===== config.mk =====
export PLATFORM = sky130hd
export DESIGN_NAME = mixer_scheduler_flat
export DESIGN_NICKNAME = d
export VERILOG_FILES = /design/src/rtl/mixer_scheduler_if.sv /design/src/rtl/mixer_scheduler.sv /design/src/flat_wrapper.sv
export SDC_FILE = /design/constraint.sdc
export NUM_CORES = 2
export LEC_CHECK = 0
export CAP_MARGIN = 10
export CORE_ASPECT_RATIO = 0.5
export CORE_MARGIN = 2
export CORE_UTILIZATION = 28
export CTS_BUF_LIST = sky130_fd_sc_hd__clkbuf_2 sky130_fd_sc_hd__clkbuf_4 sky130_fd_sc_hd__clkbuf_8
export DETAILED_ROUTE_END_ITERATION = 6
export DONT_BUFFER_PORTS = 1
export HOLD_SLACK_MARGIN = 0.03
export PLACE_DENSITY = 0.46
export SLEW_MARGIN = 20
export SYNTH_ARGS = -nofsm -noshare
export SYNTH_HDL_FRONTEND = slang
export SYNTH_SLANG_ARGS = --single-unit

===== constraint.sdc =====
create_clock -name clk -period 12.1 [get_ports clk]
set_input_delay 0 -clock clk [delete_from_list [all_inputs] [get_ports clk]]
set_output_delay 0 -clock clk [all_outputs]
set_load 0.05 [all_outputs]

===== src/rtl/mixer_scheduler_if.sv =====
// Stream bundle for the mixer: per-channel sample inputs
// and the single mixed output, each with valid/ready.
interface mixer_scheduler_if #(
  parameter int AUDIO_WIDTH_P    = 24,
  parameter int NR_OF_CHANNELS_P = 4
) ();

  logic [NR_OF_CHANNELS_P-1:0][AUDIO_WIDTH_P-1:0] channel_data;
  logic [NR_OF_CHANNELS_P-1:0] channel_valid;
  logic [NR_OF_CHANNELS_P-1:0] channel_ready;
  logic [AUDIO_WIDTH_P-1:0]    mixed_data;
  logic                        mixed_valid;
  logic                        mixed_ready;

  modport master (
    output channel_data,
    output channel_valid,
    input  channel_ready,
    input  mixed_data,
    input  mixed_valid,
    output mixed_ready
  );

  modport slave (
    input  channel_data,
    input  channel_valid,
    output channel_ready,
    output mixed_data,
    output mixed_valid,
    input  mixed_ready
  );

endinterface


===== src/rtl/mixer_scheduler.sv =====
// Multi-channel gain mixer: one shared multiplier walks the
// channels serially, then applies master gain with saturation.
module mixer_scheduler #(
  parameter int AUDIO_WIDTH_P    = 24,
  parameter int GAIN_WIDTH_P     = 16,
  parameter int NR_OF_CHANNELS_P = 4,
  parameter int Q_BITS_P         = 8
) (
  input  logic clk,
  input  logic rst,
  mixer_scheduler_if.slave bus,
  input  logic [NR_OF_CHANNELS_P-1:0][GAIN_WIDTH_P-1:0] cr_channel_gain,
  input  logic [GAIN_WIDTH_P-1:0]     cr_output_gain,
  input  logic [NR_OF_CHANNELS_P-1:0] cr_channel_enable,
  output logic [15:0]                 sr_clip_count,
  output logic                        sr_busy
);

  localparam int N      = NR_OF_CHANNELS_P;
  localparam int AW     = AUDIO_WIDTH_P;
  localparam int GW     = GAIN_WIDTH_P;
  localparam int IDX_W  = $clog2(N);
  localparam int ACC_W  = AW + GW + $clog2(N) + 1;
  localparam int PROD_W = ACC_W + GW + 1;

  localparam logic signed [PROD_W-1:0] SAT_MAX =
    {{(PROD_W-AW+1){1'b0}}, {(AW-1){1'b1}}};
  localparam logic signed [PROD_W-1:0] SAT_MIN =
    {{(PROD_W-AW+1){1'b1}}, {(AW-1){1'b0}}};

  typedef enum logic [1:0] {
    IDLE, MAC, GAIN, OUT
  } state_t;

  state_t state, state_nxt;

  logic [N-1:0]             pending;
  logic signed [AW-1:0]     capture [N];
  logic signed [ACC_W-1:0]  acc;
  logic [IDX_W-1:0]         idx;
  logic [N-1:0]             mask;
  logic [AW-1:0]            mixed_q;

  logic                     start;
  logic                     mac_last;
  logic signed [PROD_W-1:0] mul_a;
  logic signed [PROD_W-1:0] mul_b;
  logic signed [PROD_W-1:0] prod;
  logic signed [PROD_W-1:0] scaled;
  logic                     clip_hi;
  logic                     clip_lo;
  logic [AW-1:0]            sat_val;

  assign start = (|cr_channel_enable) &&
    ((pending & cr_channel_enable) == cr_channel_enable);
  assign mac_last = (idx == IDX_W'(N-1));

  assign bus.channel_ready = ~pending;
  assign bus.mixed_data    = mixed_q;

  // Shared multiplier: channel term during MAC, master gain in GAIN.
  always_comb begin
    mul_a = PROD_W'(capture[idx]);
    mul_b = $signed(PROD_W'(cr_channel_gain[idx]));
    if (state == GAIN) begin
      mul_a = PROD_W'(acc);
      mul_b = $signed(PROD_W'(cr_output_gain));
    end
    prod    = mul_a * mul_b;
    scaled  = prod >>> Q_BITS_P;
    clip_hi = scaled > SAT_MAX;
    clip_lo = scaled < SAT_MIN;
    sat_val = scaled[AW-1:0];
    if (clip_hi) sat_val = {1'b0, {(AW-1){1'b1}}};
    if (clip_lo) sat_val = {1'b1, {(AW-1){1'b0}}};
  end

  // State register.
  always_ff @(posedge clk) begin
    if (rst) state <= IDLE;
    else     state <= state_nxt;
  end

  // Next-state logic.
  always_comb begin
    state_nxt = state;
    unique case (state)
      IDLE: if (start) state_nxt = MAC;
      MAC:  if (mac_last) state_nxt = GAIN;
      GAIN: state_nxt = OUT;
      OUT:  if (bus.mixed_ready) state_nxt = IDLE;
      default: state_nxt = IDLE;
    endcase
  end

  // Moore outputs decoded from state.
  always_comb begin
    bus.mixed_valid = (state == OUT);
    sr_busy         = (state != IDLE);
  end

  // Capture slots, accumulator, output register and clip counter.
  always_ff @(posedge clk) begin
    if (rst) begin
      pending       <= '0;
      acc           <= '0;
      idx           <= '0;
      mask          <= '0;
      mixed_q       <= '0;
      sr_clip_count <= '0;
      for (int i = 0; i < N; i++) capture[i] <= '0;
    end else begin
      for (int i = 0; i < N; i++) begin
        if (bus.channel_valid[i] && !pending[i]) begin
          capture[i] <= bus.channel_data[i];
          pending[i] <= 1'b1;
        end
      end
      unique case (state)
        IDLE: begin
          if (start) begin
            mask <= cr_channel_enable;
            acc  <= '0;
            idx  <= '0;
          end
        end
        MAC: begin
          if (mask[idx]) begin
            acc          <= acc + $signed(scaled[ACC_W-1:0]);
            pending[idx] <= 1'b0;
          end
          idx <= idx + IDX_W'(1);
        end
        GAIN: begin
          mixed_q <= sat_val;
          if ((clip_hi || clip_lo) && sr_clip_count != 16'hFFFF)
            sr_clip_count <= sr_clip_count + 16'd1;
        end
        default: ;
      endcase
    end
  end

endmodule

===== src/flat_wrapper.sv =====
// flat-port wrapper written by rule: the top's interface ports become plain ports
module mixer_scheduler_flat 
#(
  parameter int AUDIO_WIDTH_P    = 24,
  parameter int GAIN_WIDTH_P     = 16,
  parameter int NR_OF_CHANNELS_P = 4,
  parameter int Q_BITS_P         = 8
)
  (clk, rst, cr_channel_gain, cr_output_gain, cr_channel_enable, sr_clip_count, sr_busy, bus_channel_data, bus_channel_valid, bus_channel_ready, bus_mixed_data, bus_mixed_valid, bus_mixed_ready);
  mixer_scheduler_if #(.AUDIO_WIDTH_P(AUDIO_WIDTH_P), .NR_OF_CHANNELS_P(NR_OF_CHANNELS_P)) bus_i ();
  input  logic clk;
  input  logic rst;
  input  logic [NR_OF_CHANNELS_P-1:0][GAIN_WIDTH_P-1:0] cr_channel_gain;
  input  logic [GAIN_WIDTH_P-1:0] cr_output_gain;
  input  logic [NR_OF_CHANNELS_P-1:0] cr_channel_enable;
  output logic [15:0] sr_clip_count;
  output logic sr_busy;
  input wire logic [$bits(bus_i.channel_data)-1:0] bus_channel_data;
  input wire logic [$bits(bus_i.channel_valid)-1:0] bus_channel_valid;
  output wire logic [$bits(bus_i.channel_ready)-1:0] bus_channel_ready;
  output wire logic [$bits(bus_i.mixed_data)-1:0] bus_mixed_data;
  output wire logic [$bits(bus_i.mixed_valid)-1:0] bus_mixed_valid;
  input wire logic [$bits(bus_i.mixed_ready)-1:0] bus_mixed_ready;
  assign bus_i.channel_data = bus_channel_data;
  assign bus_i.channel_valid = bus_channel_valid;
  assign bus_channel_ready = bus_i.channel_ready;
  assign bus_mixed_data = bus_i.mixed_data;
  assign bus_mixed_valid = bus_i.mixed_valid;
  assign bus_i.mixed_ready = bus_mixed_ready;
  mixer_scheduler #(.AUDIO_WIDTH_P(AUDIO_WIDTH_P), .GAIN_WIDTH_P(GAIN_WIDTH_P), .NR_OF_CHANNELS_P(NR_OF_CHANNELS_P), .Q_BITS_P(Q_BITS_P)) u_core (.clk(clk), .rst(rst), .bus(bus_i), .cr_channel_gain(cr_channel_gain), .cr_output_gain(cr_output_gain), .cr_channel_enable(cr_channel_enable), .sr_clip_count(sr_clip_count), .sr_busy(sr_busy));
endmodule

# Word-level counts from Yosys, hierarchy flattened
# Memories as Yosys holds them, arrays and structs flattened. A register that Yosys moved wholly into a read port is not among the register bits.
# Cells that the tools add are included.
[word_totals]
reg_bits = 95
mem_bits_rw = 96
in_bits = 187
mem_count = 1
[mem_list]
columns = ["memory", "depth", "word_bits", "read_ports", "rd_ports_with_merged_regs", "wr", "line_no", "source"]
rows = [
  ["u_core.capture", 4, 24, 1, 1, 4, "mixer_scheduler.sv:38", "logic signed [AW-1:0] capture [N];"],
]
[classes]
add_sub_neg = 3
mul = 1
order_cmp = 4
n_eq_ne = 10
mux = 49
bitwise_logic = 8
n_reduce_logical = 21
[ops]
columns = ["cell", "n"]
rows = [
  ["$mux W24", 6],
  ["$mux W43", 2],
  ["$pmux W43 S2", 1],
  ["$mul A60 B17 Y60", 1],
  ["$mux W60", 1],
  ["$gt A52 B24 Y1 const B", 1],
  ["$lt A52 B24 Y1 const B", 1],
  ["$add A43 B43 Y43", 1],
  ["$bmux W16 S2", 1],
  ["$mux W16", 2],
  ["$mux W1", 24],
  ["$add A16 B1 Y16 const B", 1],
  ["$ne A16 B16 Y1 const B", 1],
  ["$mux W2", 6],
  ["$and A4 B4 Y4", 2],
  ["$mux W4", 2],
  ["$ne A2 B1 Y1 const B", 4],
  ["$not A4 Y4", 2],
  ["$pmux W2 S4", 1],
  ["$logic_and A1 B1 Y1", 7],
  ["$eq A2 B2 Y1 const B", 3],
  ["$reduce_and A2 Y1", 3],
  ["$reduce_and A3 Y1", 2],
  ["$eq A4 B4 Y1", 1],
  ["13 further kinds", 20],
]

# Longest topological paths before layout
[depth]
depth_word = 8
depth_mapped = 45

# Worst setup path before layout
# OpenSTA, ideal clock, no wires.
[synth_timing]
kind = "register to register"
start = "reg u_core.idx[0]"
end = "reg u_core.acc[42]"
setup_time_ps = 127
t_arrival_ps = 10010
setup_slack_ps = 1963
stages_incl_launch_ff = 41
path_buffers = 4
synth_period_minus_slack_ps = 10137
cell_sequence = "dfxtp_1 > clkbuf_1 > buf_1 > mux4_2 > nand2_1 > and2_1 > clkbuf_1 > nor2_1 > fa_1 > inv_1 > fa_1 > fa_1 > inv_1 > fa_1 > fa_1 > inv_1 > fa_1 > inv_1 > [... 5 more ...] > nand2_1 > nand2_1 > a21o_1 > a21oi_1 > xnor2_1 > ha_1 > clkbuf_1 > nand4_1 > a2111oi_0 > o2111ai_1 > o2111ai_1 > a211oi_1 > o211ai_1 > nand3_1 > nand2b_1 > a21oi_1 > o2111ai_1 > or3b_1"
[synth_between]
elab_chain_len = 7
[synth_rtl]
columns = ["element", "line_no", "source"]
rows = [
  ["start, declared", "mixer_scheduler.sv:40", "logic [IDX_W-1:0] idx;"],
  ["start signal, assigned", "mixer_scheduler.sv:132", "idx <= idx + IDX_W'(1);"],
  ["$bmux W16 S2", "mixer_scheduler.sv:64", "mul_b = $signed(PROD_W'(cr_channel_gain[idx]));"],
  ["$mux W16 (not written as such)", "mixer_scheduler.sv:64", ""],
  ["$mux W16", "mixer_scheduler.sv:65", "if (state == GAIN) begin"],
  ["$mul A60 B17 Y60", "mixer_scheduler.sv:69", "prod = mul_a * mul_b;"],
  ["$add A43 B43 Y43", "mixer_scheduler.sv:129", "acc <= acc + $signed(scaled[ACC_W-1:0]);"],
  ["$mux W43", "mixer_scheduler.sv:128", "if (mask[idx]) begin"],
  ["$pmux W43 S2", "mixer_scheduler.sv:119", "unique case (state)"],
  ["end signal, assigned", "mixer_scheduler.sv:129", ""],
  ["end, declared", "mixer_scheduler.sv:39", "logic signed [ACC_W-1:0] acc;"],
]
# Parallel ways exist; a longest one is shown, timed or not. The select of a mux whose other input is x is not followed.
# A chain may end at the register's enable or synchronous reset.

# Final worst setup path
[layout_timing]
start = "reg u_core.state[0]"
end = "reg u_core.sr_clip_count[4]"
[layout_between]
elab_chain_len = 7
[layout_rtl]
columns = ["element", "line_no", "source"]
rows = [
  ["start, declared", "mixer_scheduler.sv:35", "state_t state, state_nxt;"],
  ["start signal, assigned", "mixer_scheduler.sv:81", "else state <= state_nxt;"],
  ["$eq A2 B2 Y1 (*)", "mixer_scheduler.sv:65, mixer_scheduler.sv:119", ""],
  ["$mux W60 or $mux W16 (tied branches)", "mixer_scheduler.sv:65", ""],
  ["$mul A60 B17 Y60", "mixer_scheduler.sv:69", ""],
  ["$gt A52 B24 Y1 or $lt A52 B24 Y1 (tied branches)", "mixer_scheduler.sv:71, mixer_scheduler.sv:72", ""],
  ["$logic_or A1 B1 Y1", "mixer_scheduler.sv:136", "if ((clip_hi || clip_lo) && sr_clip_count != 16'hFFFF)"],
  ["$logic_and A1 B1 Y1", "mixer_scheduler.sv:136", ""],
  ["$reduce_and A2 Y1 (no line) (*)", "--", ""],
  ["end signal, assigned", "mixer_scheduler.sv:137", "sr_clip_count <= sr_clip_count + 16'd1;"],
  ["end, declared", "mixer_scheduler.sv:15", "output logic [15:0] sr_clip_count,"],
]
# Mark *: on every way between the ends. The rest lies on a longest branch, timed or not.

==> reports/qor.yml <==
layout:
  fin_area_sq_mm: 0.0384
  drive_above_1_share_pct: 4.80
  syn_to_final_growth_pct: 10.3
  fin_nets: 5043
cts:
  cts_made_buffers: 17
  path_clk_slew_ns: 0.14
  cts.repair.resized: 0
  cts_buffer_depth: 2
  clock-root-buffer: "clkbuf_8"
  clk_latency_ns: 0.49
  htreeDepth: 4
  cts_tree: "yes"
  clock_sinks: 193
timing:
  final.setup.tns_ns: 0
  rsz0062_at_grt: "no"
  max_freq_ghz: 0.0885
  hold_viol: 0
  whs_ns: 0.0419
  slew_headroom_pct: 25.4
  finalWorstSetupSlack_ns: 0.799
  finClkSkew_ns: 0.0271
  drv_slew: 0
  setup_violations: 0
  period_needed_ns: 11.30
  min_period_over_period_pct: 93.4
  worstMarginPinSlew_ns: 1.12
logic_synthesis:
  ys_dominant_reg_cell: "dfxtp_1"
  synth_area_leader_cell: "fa_1"
  ys_ff_latch: 193
  synth_commonest_cells: "inv_1, fa_1, nand2_1, nor2_1, ha_1"
  synth_cell_types: 78
  synth_area_leaders: "fa_1, inv_1, edfxtp_1"
  synth-seq-area-share_pct: 13.9
  synth_top_area_share_pct: 37.0
  syn_inst: 4012
  synthesis.nets: 5030
  synth.avg_cell_area_sq_um: 8.67
  yosys.cell_count.top_type: "inv_1"
  async_flop_share_pct: 0
  yosysWarnings: 0
  synth_edf_count: 96
  netlist_area_sq_mm: 0.0348
drt:
  avgRoutedWirePerCell_um: 21.7
  drc: 0
  wirelength_um: 124000
  ant_nets: 0
  drt_iter0_markers: 2508
  vias_per_cell: 4.88
  vias: 27900
  drt_pass1_iterations: 6
global_routing:
  grt_pass1_vias: 29100
  grt_remaining_overflow: 0
  grt_usage_pct: 19.8
  grt_pass1_wl_um: 190000
  antenna_found_initial: 2
  grt_max_degree: 77
floorplanning:
  start_util_pct: 28.2
  io_pins: 233
  die-area_sq_mm: 0.127
  placementRows: 91
  die_y_um: 253
  design.core.area_sq_mm: 0.123
  die_w_um: 502
placement:
  dp_slack_ns: 1.06
  hpwl_um: 105000
  place.gp.congestion: 0.940
  placement.io_buffers: 0
  placed_cell_area_sq_mm: 0.0368
min_path:
  hold_path.class: "input pin to flip-flop"
setup_path:
  startpoint: "u_core.state[0]$_SDFFE_PP0P_"
  critPathCaptureType: "flip-flop"
  critPathRequiredTime_ns: 12.55
  crit_path_frequent_cell: "fa_1"
  critPathLaunchType: "flip-flop"
  cpPeakStageDelay_ns: 0.65
  rrSetupSlack_ns: 0.80
  cp.arrival_ns: 11.75
  rr_worst_depth: 33
  r2r-start: "u_core.state[0]$_SDFFE_PP0P_"
  cpMaxStageDelayCell: "mux2i_4"
  rr_endpoint: "u_core.sr_clip_count[4]$_SDFFE_PP0P_"
  crit_fanout: 21
  cp-endpoint: "u_core.sr_clip_count[4]$_SDFFE_PP0P_"
  path_class: "flip-flop to flip-flop"
job:
  maxCapViolations: 0
status:
  status: "finished, final reports clean"
per-stage QoR:
stage               utilization (%)  instances
finish                         31.1       5713
global route                   31.1       5712
CTS                            31.1       5710
detailed placement             29.8       5568
global placement               29.8       5567
floorplan                         -       4012
worst max-delay path, delay by kind of cell, from the launching register on:
kind | cells | cell delay (ns)
AOI/OAI and AO/OA | 6 | 1.46
xor gates and xnor gates | 1 | 0.43
adders and majority gates | 8 | 3.90
buffers and inverters | 10 | 2.43
DFF | 1 | 0.39
muxes | 1 | 0.65
and+or+nand+nor | 7 | 1.93
area by class of cell:
cell class / count / area [sq um]
multi-input combinational: 2817 / 26200
inverter: 811 / 3040
antenna: 1 / 2.50
tap: 1674 / 2090
timing repair buffer: 185 / 1740
clock buffer: 17 / 234
sequential: 193 / 4830
clock inverter: 15 / 181
fill: 13100 / 84800
cell usage in the layout (no fill, tap or decap), types with 16 or more instances in the layout:
| cell | netlist | final |
|---|---|---|
| nand4_1 | 26 | 26 |
| a21o_1 | 45 | 45 |
| dfxtp_1 | 97 | 94 |
| fa_1 | 642 | 642 |
| nand2b_1 | 28 | 27 |
| nor2b_1 | 22 | 22 |
| nor3_1 | 30 | 30 |
| nand2_1 | 605 | 603 |
| xnor2_1 | 56 | 56 |
| a22oi_1 | 20 | 20 |
| and2_1 | 143 | 143 |
| o21ai_0 | 74 | 74 |
| edfxtp_1 | 96 | 96 |
| ha_1 | 189 | 188 |
| mux4_2 | 41 | 41 |
| xor2_1 | 29 | 29 |
| nor2_1 | 419 | 418 |
| dlygate4sd3_1 | 0 | 109 |
| clkbuf_8 | 0 | 17 |
| inv_1 | 810 | 810 |
| buf_4 | 1 | 72 |
| nand3_1 | 26 | 26 |
| or2_2 | 16 | 16 |
| a211oi_1 | 26 | 26 |
| a21oi_1 | 156 | 156 |
| o21ai_1 | 21 | 21 |
flip-flops by register name (all words and copies together), names as in the netlist, named ones only:
name,cells
u_core.acc,43
u_core.bus.mixed_data,24
u_core.capture,96
u_core.idx,2
u_core.mask,4
u_core.pending,4
u_core.sr_clip_count,16
u_core.state,2
worst min-delay path by stage:
stage / from / to / cells after the start
floorplan: cr_channel_enable[0] / u_core.mask[0]$_SDFFE_PP0P_ / 2
global placement: rst / u_core.mask[0]$_SDFFE_PP0P_ / 1
detailed placement: rst / u_core.mask[0]$_SDFFE_PP0P_ / 1
CTS: rst / u_core.capture[2][16]$_SDFFCE_PN0P_ / 2
global route: rst / u_core.capture[2][4]$_SDFFCE_PN0P_ / 2
finish: rst / u_core.capture[2][16]$_SDFFCE_PN0P_ / 2
logic make-up (layout without fill, tap and decap cells):
group / Yosys count / in the layout / synth area share (%)
adders and majority gates: 831 / 831 / 43.8
other: 0 / 1 / 0
DFF: 193 / 193 / 13.9
muxes: 67 / 67 / 3.48
AOI/OAI and AO/OA: 456 / 456 / 8.41
xor gates and xnor gates: 85 / 85 / 2.14
and+or+nand+nor: 1378 / 1378 / 17.4
buffers and inverters: 1002 / 1028 / 10.9
timing repair:
| item | CTS | global route |
|---|---|---|
| buffers inserted | 0 | 0 |
| hold endpoints to repair | 192 | 0 |
| hold buffers | 110 | 0 |
per-layer routing:
| layer | part of all wire, % | GRT usage (%) | vias to the layer above |
|---|---|---|---|
| li1 | - | - | 12400 |
| met2 | 41 | 28.7 | 1029 |
| met1 | 50 | 31.9 | 14400 |
| met5 | 0 | 0 | - |
| met3 | 7.3 | 2.63 | 52 |
| met4 | 0.73 | 2.10 | 0 |
Power is not shown: default switching activity piles up to over one toggle a cycle in this logic, so the estimate is an artifact.
